### src/rtl/menu_display.sv
// Vertically stacked N_BUTTONS menu: up/down selection, blink-confirm on select, then valid/ack choice handoff.
// Build macro MENU_WRAP_NAV_EN makes up/down navigation wrap around instead of saturating at the ends.
module menu_display #(
    parameter int          N_BUTTONS    = 3,
    parameter int          X0           = 380,
    parameter int          Y0           = 200,
    parameter int          BTN_W        = 200,
    parameter int          BTN_H        = 100,
    parameter int          GAP          = 50,
    parameter logic [23:0] BTN_COLOR    = 24'hF4_63_05,
    parameter logic [23:0] HL_COLOR     = 24'hFF_FF_FF,
    parameter int          BLINK_FRAMES = 8,
    parameter int          FLASH_FRAMES = 32,
    localparam int         IW           = (N_BUTTONS > 1) ? $clog2(N_BUTTONS) : 1
) (
    input  logic          clk_in,
    input  logic          rst_in,
    input  logic [10:0]   hcount_in,
    input  logic [9:0]    vcount_in,
    input  logic          new_frame_in,
    input  logic          nav_up_in,
    input  logic          nav_down_in,
    input  logic          select_in,
    input  logic          ack_in,
    output logic [23:0]   display_out,
    output logic [IW-1:0] sel_idx_out,
    output logic          choice_valid_out,
    output logic [IW-1:0] choice_idx_out
);
    localparam int              FW         = $clog2(FLASH_FRAMES + 1);
    localparam int              BW         = (BLINK_FRAMES > 1) ? $clog2(BLINK_FRAMES) : 1;
    localparam int              PITCH      = BTN_H + GAP;
    localparam logic [IW-1:0]   MAX_IDX    = IW'(N_BUTTONS - 1);
    localparam logic [FW-1:0]   FLASH_LAST = FW'(FLASH_FRAMES);
    localparam logic [BW-1:0]   BLINK_LAST = BW'(BLINK_FRAMES - 1);
    localparam logic [31:0]     X_LO       = 32'(X0);
    localparam logic [31:0]     X_HI       = 32'(X0 + BTN_W);

    typedef enum logic [1:0] {
        ST_BROWSE  = 2'd0,
        ST_CONFIRM = 2'd1,
        ST_DONE    = 2'd2
    } state_t;

    state_t        state_q, state_d;
    logic [IW-1:0] sel_q, sel_d;
    logic [IW-1:0] choice_q, choice_d;
    logic          valid_q, valid_d;
    logic [FW-1:0] frame_q, frame_d;
    logic [BW-1:0] blink_q, blink_d;
    logic          blink_off_q, blink_off_d;
    logic [23:0]   display_q, display_d;

    logic [IW-1:0] sel_up, sel_down;
    logic [31:0]   hx, vy;
    logic          in_x, hit_any, hit_sel;

    always_comb begin
`ifdef MENU_WRAP_NAV_EN
        sel_down = (sel_q == MAX_IDX) ? '0 : sel_q + 1'b1;
        sel_up   = (sel_q == '0) ? MAX_IDX : sel_q - 1'b1;
`else
        sel_down = (sel_q == MAX_IDX) ? MAX_IDX : sel_q + 1'b1;
        sel_up   = (sel_q == '0) ? '0 : sel_q - 1'b1;
`endif
    end

    always_comb begin
        state_d     = state_q;
        sel_d       = sel_q;
        choice_d    = choice_q;
        valid_d     = valid_q;
        frame_d     = frame_q;
        blink_d     = blink_q;
        blink_off_d = blink_off_q;
        case (state_q)
            ST_BROWSE: begin
                // select latches the pre-navigation index even if a nav pulse coincides
                if (select_in) begin
                    choice_d    = sel_q;
                    frame_d     = '0;
                    blink_d     = '0;
                    blink_off_d = 1'b0;
                    state_d     = ST_CONFIRM;
                end else if (nav_down_in && !nav_up_in) begin
                    sel_d = sel_down;
                end else if (nav_up_in && !nav_down_in) begin
                    sel_d = sel_up;
                end
            end
            ST_CONFIRM: begin
                if (new_frame_in) begin
                    frame_d = frame_q + 1'b1;
                    if (blink_q == BLINK_LAST) begin
                        blink_d     = '0;
                        blink_off_d = ~blink_off_q;
                    end else begin
                        blink_d = blink_q + 1'b1;
                    end
                    if (frame_d == FLASH_LAST) begin
                        state_d = ST_DONE;
                        valid_d = 1'b1;
                    end
                end
            end
            ST_DONE: begin
                if (ack_in) begin
                    valid_d = 1'b0;
                    state_d = ST_BROWSE;
                end
            end
            default: state_d = ST_BROWSE;
        endcase
    end

    // 32-bit compares so X0+BTN_W and the lowest button bottom can never wrap
    always_comb begin
        hx      = {21'd0, hcount_in};
        vy      = {22'd0, vcount_in};
        in_x    = (hx >= X_LO) && (hx < X_HI);
        hit_any = 1'b0;
        hit_sel = 1'b0;
        for (int i = 0; i < N_BUTTONS; i++) begin
            if (in_x && (vy >= 32'(Y0 + i * PITCH)) && (vy < 32'(Y0 + i * PITCH + BTN_H))) begin
                hit_any = 1'b1;
                if (sel_q == IW'(i)) hit_sel = 1'b1;
            end
        end
        if (hit_sel)
            display_d = (state_q == ST_CONFIRM && blink_off_q) ? BTN_COLOR : HL_COLOR;
        else if (hit_any)
            display_d = BTN_COLOR;
        else
            display_d = '0;
    end

    always_ff @(posedge clk_in or negedge rst_in) begin
        if (!rst_in) begin
            state_q     <= ST_BROWSE;
            sel_q       <= '0;
            choice_q    <= '0;
            valid_q     <= 1'b0;
            frame_q     <= '0;
            blink_q     <= '0;
            blink_off_q <= 1'b0;
            display_q   <= '0;
        end else begin
            state_q     <= state_d;
            sel_q       <= sel_d;
            choice_q    <= choice_d;
            valid_q     <= valid_d;
            frame_q     <= frame_d;
            blink_q     <= blink_d;
            blink_off_q <= blink_off_d;
            display_q   <= display_d;
        end
    end

    assign display_out      = display_q;
    assign sel_idx_out      = sel_q;
    assign choice_valid_out = valid_q;
    assign choice_idx_out   = choice_q;

endmodule

### config.mk
export PLATFORM = sky130hd
export DESIGN_NAME = menu_display
export DESIGN_NICKNAME = d
export VERILOG_FILES = /design/src/rtl/menu_display.sv
export SDC_FILE = /design/constraint.sdc
export NUM_CORES = 1
export LEC_CHECK = 0
export CORE_ASPECT_RATIO = 2
export CORE_MARGIN = 2
export CORE_UTILIZATION = 45
export DETAILED_ROUTE_END_ITERATION = 16
export PLACE_DENSITY = 0.93
export SYNTH_ARGS = -nofsm -noshare
export SYNTH_HDL_FRONTEND = slang
export SYNTH_SLANG_ARGS = --single-unit
### constraint.sdc
create_clock -name clk_in -period 4.3 [get_ports clk_in]
set_input_delay 0.86 -clock clk_in [delete_from_list [all_inputs] [get_ports clk_in]]
set_output_delay 0.86 -clock clk_in [all_outputs]
set_load 0.02 [all_outputs]
==> results of run 1 <==
==> layer usage <==
layer	GRT usage, %	vias to the layer above
met3	3.696	11
met1	18.57	571
li1	-	581
met5	0	-
met4	13.03	0
met2	35.37	63
==> final cells by class <==
class | count | area [µm²] | area share, %
Multi-Input combinational cell | 99 | 716.9 | 39.30
Inverter | 5 | 18.77 | 1.029
Tap cell | 30 | 37.54 | 2.058
Clock buffer | 4 | 45.04 | 2.469
Sequential cell | 19 | 475.5 | 26.06
Timing Repair Buffer | 53 | 530.5 | 29.08
==> state kept, by name (all words and copies together), names as in the netlist <==
name	count
blink_off_q	1
display_out	2
choice_idx_out	2
sel_idx_out	2
frame_q	6
blink_q	3
state_q	2
choice_valid_out	1
==> power breakdown <==
part | switching, W | internal (W)
Clock | 0.0000572 | 0.0000659
Combinational | 0.0000733 | 0.0000804
Sequential | 0.0000328 | 0.000211
Total | 0.000163 | 0.000357
==> cell usage after synthesis (3+ instances only) <==
master,instances,area [µm²]
ha_1,9,112.6
a21oi_1,4,20.02
mux2i_1,3,30.03
nor3b_1,3,22.52
nand2_1,9,33.78
nor2_1,10,37.54
dfrtp_1,19,475.5
a21o_1,3,22.52
buf_4,22,165.2
nand4_1,4,25.02
nand3_1,3,15.01
o21ai_0,9,45.04
inv_1,5,18.77
nand2b_1,5,31.28
a22o_1,3,26.28
==> through the flow <==
step	cell area [µm²]	hold WS, ns	util (%)	setup slack (ns)
after floorplan	1385	0.4538	-	2.348
after global placement	1779	0.4688	60.46	1.717
after detailed placement	1779	0.4940	60.46	1.608
after CTS	1824	0.5097	61.99	1.874
after global routing	1824	0.5443	61.99	1.799
final	1824	0.5013	61.99	1.839
==> kinds of logic (layout without fill, tap and decap cells) <==
logic type / Yosys count / after routing
buffers and inverters: 29 / 62
AND/OR/NAND/NOR: 51 / 51
multiplexers: 5 / 5
flip-flops: 19 / 19
adder cells (fa/ha/maj): 9 / 9
XOR/XNOR: 1 / 1
AO/OA/AOI/OAI: 33 / 33
==> how the worst min path moves through the flow <==
stage          slack (ns)  cells after the start                end
6_report             0.50                      2         blink_q[1]
5_1_grt              0.54                      1  choice_idx_out[1]
4_1_cts              0.51                      2         blink_q[1]
3_5_place_dp         0.49                      2         blink_q[1]
3_3_place_gp         0.47                      2         blink_q[1]
2_1_floorplan        0.45                      2         blink_q[1]
==> worst reg2reg max path: stages (launching register included) <==
cell and delay [ns]:
dfrtp_1 0.44, inv_1 0.13, ha_1 0.20, or4bb_1 0.47, a21oi_1 0.13, a311oi_1 0.08
a221oi_1 0.31
==> impl_metrics.csv, run 1 <==
group,metric,value,unit
timing,slew_violations,0,
synthesis,synth_seq_cells,19,
setup_path,crit_end,"display_out[19]",
synthesis,syn_avg_cell_area,9.422,µm²
timing,clock_skew,0.006837,ns
timing,hold_violations,0,
finish,final_cells,210,
setup_path,regToRegSetupSlack,2.43,ns
die,fp.dieH,82.46,µm
pwr,p_per_area,285.2,mW/mm²
setup_path,cpPeakStageDelay,0.50,ns
route,wl_met3,236,µm
setup_path,worst_setup_path_end_kind,"flip-flop",
cts,cts_htree_levels,1,
die,num_io_pins,57,
placement,dp.cells,206,
timing,setup_viol,0,
die,die_w,43.23,µm
pwr,total_power,0.0005202,W
grt,grt_max_degree,20,
finish,drive_gt1_share,5.000,%
finish,layout.cells.most_common,"clkdlybuf4s50_1",
setup_path,worst-path-buf-inv,1,
setup_path,startpoint,"vcount_in[4]",
route,drt-total-wl,3093,µm
timing,fin_crit_sh,57.24,%
route,wl_met2,1713,µm
timing,maxClockFrequency,406.3,MHz
finish,layout_common_cells,"clkdlybuf4s50_1 (53), dfrtp_1 (19), nor2_1 (10)",
cts,clkSinkCount,19,
timing,worst_pin_slew,0.8404,ns
setup_path,worst_r2r_endpoint,"display_out[19]",
route,maxUsedRoutingLayer,"met4",
route,drt-met1-wl,1025,µm
grt,track_usage,19.23,%
placement,dp_hpwl,2485,µm
route,drc,0,
route,antenna_left,0,
grt,grt_pass1_vias,1245,
placement,globalplace.congestion,0.8457,
cts,cts_setup_buffers,0,
pwr,p_leak,0.7589,nW
synthesis,ys.flop_type,"dfrtp_1",
setup_path,critPathTopFamily,"compound AO/OA/AOI/OAI gates",
synthesis,syn_inst,147,
synthesis,syn_nets,184,
route,route.vias.total,1226,
route,first_iter_violations,22,
setup_path,cp.depth,5,
synthesis,synth-xor-area-share,0.6323,%
timing,fin_setup_tns,0,ns
cts,cts_tree,"yes",
finish,diodes,0,
hold_path,hp-class,"reg2reg",
cts,clockBufferDepth,2,
setup_path,crit_arrival,2.58,ns
cts,root_buffer,"clkbuf_8",
route,firstDrtPassIters,4,
synthesis,ys_async_sr_fraction,100.0,%
finish,nFillCells,258,
cts,cts_resized,0,
grt,grt_pass1_wl,5244,µm
setup_path,cp_cell_sequence,"clkdlybuf4s50_1 > or3_4 > a32o_1 > a311oi_1 > a221oi_1",
setup_path,crit_slowest_cell,"clkdlybuf4s50_1",
die,initial_core_util,47.07,%
timing,rsz0062_at_grt,"false",
synthesis,synth_mux_area_share,3.794,%
synthesis,synth_edf_count,0,
pwr,ir_drop,193.6,µV
synthesis,synth_compound_area_share,17.98,%
synthesis,ys_seq_area_share,34.33,%
finish,area_growth,31.71,%
run,cap_violations,0,
synthesis,synthAdderAreaFrac,8.130,%
route,routed_via_density,5.838,
synthesis,synth_top_family_by_area,"simple AND/OR/NAND/NOR gates",
setup_path,required,4.42,ns
cts,numCtsBuffers,3,
finish,finalNetCount,218,
synthesis,yosys_warnings,0,
setup_path,critPathLaunchType,"input port",
cts,clkTransAtPathRegs,0.07,ns
grt,antenna_found_initial,0,
setup_path,reg2reg_from,"sel_idx_out[0]",
route,avgRoutedWirePerCell,14.73,µm
hold_path,hp-start,"blink_q[1]",
synthesis,yosysUniqueCellTypes,43,
die,die_area,0.003565,mm²
die,core_area,0.002943,mm²
setup_path,reg2reg_depth,6,
timing,fin_crit,2.461,ns
synthesis,syn-cell-area,0.001385,mm²
timing,slew_headroom,43.80,%
synthesis,synth_simple_gate_area_share,21.23,%
cts,postCtsHoldBufs,0,
placement,port_buffers,53,
grt,grt_overflow_total,0,
run_status,status,"finished, final reports clean",
setup_path,path_class,"in2reg",
cts,clock_latency,0.26,ns
die,rows,28,
setup_path,cp_max_fo,5,
No activity file was read; power rests on OpenSTA's default activity.
==> inputs of run 2 (changes only) <==
--- a/config.mk
+++ b/config.mk
@@ -7,9 +7,9 @@
 export LEC_CHECK = 0
 export CORE_ASPECT_RATIO = 2
 export CORE_MARGIN = 2
-export CORE_UTILIZATION = 45
+export CORE_UTILIZATION = 43
 export DETAILED_ROUTE_END_ITERATION = 16
-export PLACE_DENSITY = 0.93
+export PLACE_DENSITY = 0.9
 export SYNTH_ARGS = -nofsm -noshare
 export SYNTH_HDL_FRONTEND = slang
 export SYNTH_SLANG_ARGS = --single-unit
==> constraint.sdc (replaced) <==
create_clock -name clk_in -period 2.4 [get_ports clk_in]
set_input_delay 0.48 -clock clk_in [delete_from_list [all_inputs] [get_ports clk_in]]
set_output_delay 0.48 -clock clk_in [all_outputs]
set_load 0.02 [all_outputs]
==> run 2 against run 1 <==
- register-to-register slack worse by 2.0 ns
- clock-buffer cell count is the same
- critical path type unchanged
- routed wire length shrank 6.9%
- clock skew shrank 0.0057 ns
- worst setup slack worse by 1.4 ns
- highest routed layer unchanged
- cell area is 1.7% higher
- non-clock buffer count grew 4
==> impl_metrics.csv, run 2 (synthesized netlist as in run 1, its figures left out) <==
group,metric,value,unit
run_status,status,"finished, final reports clean",
hold_path,hold_depth,2,
finish,layout_common_cells,"clkdlybuf4s50_1 (53), dfrtp_1 (19), nor2_1 (10)",
cts,cts_tree,"yes",
die,num_io_pins,57,
cts,numCtsBuffers,3,
route,firstDrtPassIters,4,
route,avgRoutedWirePerCell,13.40,µm
setup_path,crit_arrival,2.08,ns
grt,grt_max_degree,20,
placement,dp.cells,211,
finish,area_growth,33.97,%
setup_path,reg2reg_from,"sel_idx_out[0]",
cts,clockBufferDepth,2,
route,drc,0,
finish,final-seq-area,475.5,µm²
die,rows,29,
timing,setup_viol,0,
pwr,p_seq_share,46.7,%
finish,largest_reg_flops,6,
route,drt-total-wl,2881,µm
timing,fin_setup_tns,0,ns
finish,finalNetCount,222,
pwr,p_per_area,501.9,mW/mm²
setup_path,worst_r2r_endpoint,"display_out[19]",
cts,clock_latency,0.25,ns
timing,rsz0062_at_grt,"false",
grt,antenna_found_initial,0,
cts,clkTransAtPathRegs,0.07,ns
setup_path,required,2.54,ns
pwr,ir_drop,327.4,µV
die,die_area,0.003718,mm²
route,routed_via_density,5.674,
setup_path,reg2reg_depth,6,
pwr,p_clk_share,23.9,%
die,die_w,44.13,µm
route,first_iter_violations,18,
finish,diodes,0,
placement,dp_hpwl,2352,µm
setup_path,worst_setup_path_end_kind,"flip-flop",
timing,clock_skew,0.001108,ns
die,core_area,0.003120,mm²
timing,slew_headroom,62.91,%
cts,postCtsHoldBufs,0,
hold_path,hp-start,"blink_q[1]",
cts,clkSinkCount,19,
setup_path,critPathLaunchType,"input port",
setup_path,regToRegSetupSlack,0.48,ns
pwr,intPower,0.0006412,W
cts,cts_resized,0,
placement,place_ws,0.1953,ns
timing,slew_violations,0,
timing,fin_crit,1.941,ns
finish,final_cells,215,
finish,multi_input_area,716.9,µm²
cts,cts_setup_buffers,0,
finish,largest-register,"frame_q",
placement,dpl-instance-area,0.001810,mm²
setup_path,cp_max_fo,8,
timing,fin_ws,0.4593,ns
run,cap_violations,0,
timing,hold_violations,0,
placement,globalplace.congestion,0.7839,
route,antenna_left,0,
route,route.vias.total,1220,
finish,fin_area,0.001856,mm²
finish,nFillCells,257,
finish,drive_gt1_share,7.065,%
die,initial_core_util,44.39,%
finish,layout.cells.most_common,"clkdlybuf4s50_1",
timing,maxClockFrequency,515.3,MHz
die,fp.dieH,84.26,µm
grt,grt_pass1_wl,5016,µm
hold_path,hp-class,"reg2reg",
pwr,p_leak,0.7781,nW
pwr,power.switching,0.0002901,W
cts,root_buffer,"clkbuf_8",
finish,top_regs,"frame_q: 6 flops, blink_q: 3 flops",
pwr,combPwrFrac,29.4,%
cts,cts_htree_levels,1,
pwr,sw_frac_of_total,31.15,%
timing,worst_pin_slew,0.5513,ns
grt,track_usage,17.36,%
hold_path,min_to,"blink_q[1]",
grt,grt_pass1_vias,1204,
placement,port_buffers,53,
grt,grt_overflow_total,0,
setup_path,path_class,"in2reg",
timing,hold_ws,0.4967,ns
timing,fin_crit_sh,80.86,%
-- run 2: cell count changes in the layout (fill, tap and decap cells not counted) --
cell   delta
buf_4     +4
-- run 2: layout make-up --
cell class	count	area share (%)
timing repair buffer	57	30.21
tap	31	2.090
inverter	5	1.011
sequential	19	25.62
multi-input combinational	99	38.64
clock buffer	4	2.428
-- run 2: worst max path at each step --
stage,from,endpoint,slack [ns],cells past startpoint
4_1_cts,display_out[19],display_out[19],0.45,1
3_5_place_dp,vcount_in[7],display_out[19],0.20,5
3_3_place_gp,vcount_in[3],display_out[19],0.24,5
6_report,vcount_in[7],display_out[19],0.46,5
2_1_floorplan,sel_idx_out[0],display_out[19],0.63,6
5_1_grt,sel_idx_out[0],display_out[19],0.34,6
-- run 2: power by group through the flow --
| stage | clock (W) | sequential [W] | combinational (W) |
|---|---|---|---|
| CTS | 0.000227 | 0.000436 | 0.000277 |
| global placement | 0 | 0.000438 | 0.000267 |
| finish | 0.000222 | 0.000435 | 0.000274 |
| global route | 0.000246 | 0.000448 | 0.000310 |
| floorplan | 0 | 0.000436 | 0.000155 |
| detailed placement | 0 | 0.000441 | 0.000274 |
-- run 2: critical path, cell delays in order --
cell and delay (ns):
clkdlybuf4s50_1 0.55, or4bb_1 0.52, a21oi_1 0.13, a311oi_1 0.07
a221oi_1 0.34
-- run 2: metrics by stage --
step            power, W  utilization, %
6_report       0.0009313           59.46
5_1_grt         0.001004           59.46
4_1_cts        0.0009400           59.46
3_5_place_dp   0.0007153           58.02
3_3_place_gp   0.0007044           58.02
2_1_floorplan  0.0005909               -
-- run 2: per-layer routing --
| metal | wire [µm] | GRT usage, % | vias up | part of all wire (%) |
|---|---|---|---|---|
| met5 | 0 | 0 | - | 0 |
| met4 | 55 | 7.989 | 0 | 1.9 |
| li1 | - | - | 588 | - |
| met1 | 1063 | 17.77 | 576 | 37 |
| met3 | 192 | 3.226 | 6 | 6.7 |
| met2 | 1568 | 31.82 | 50 | 54 |
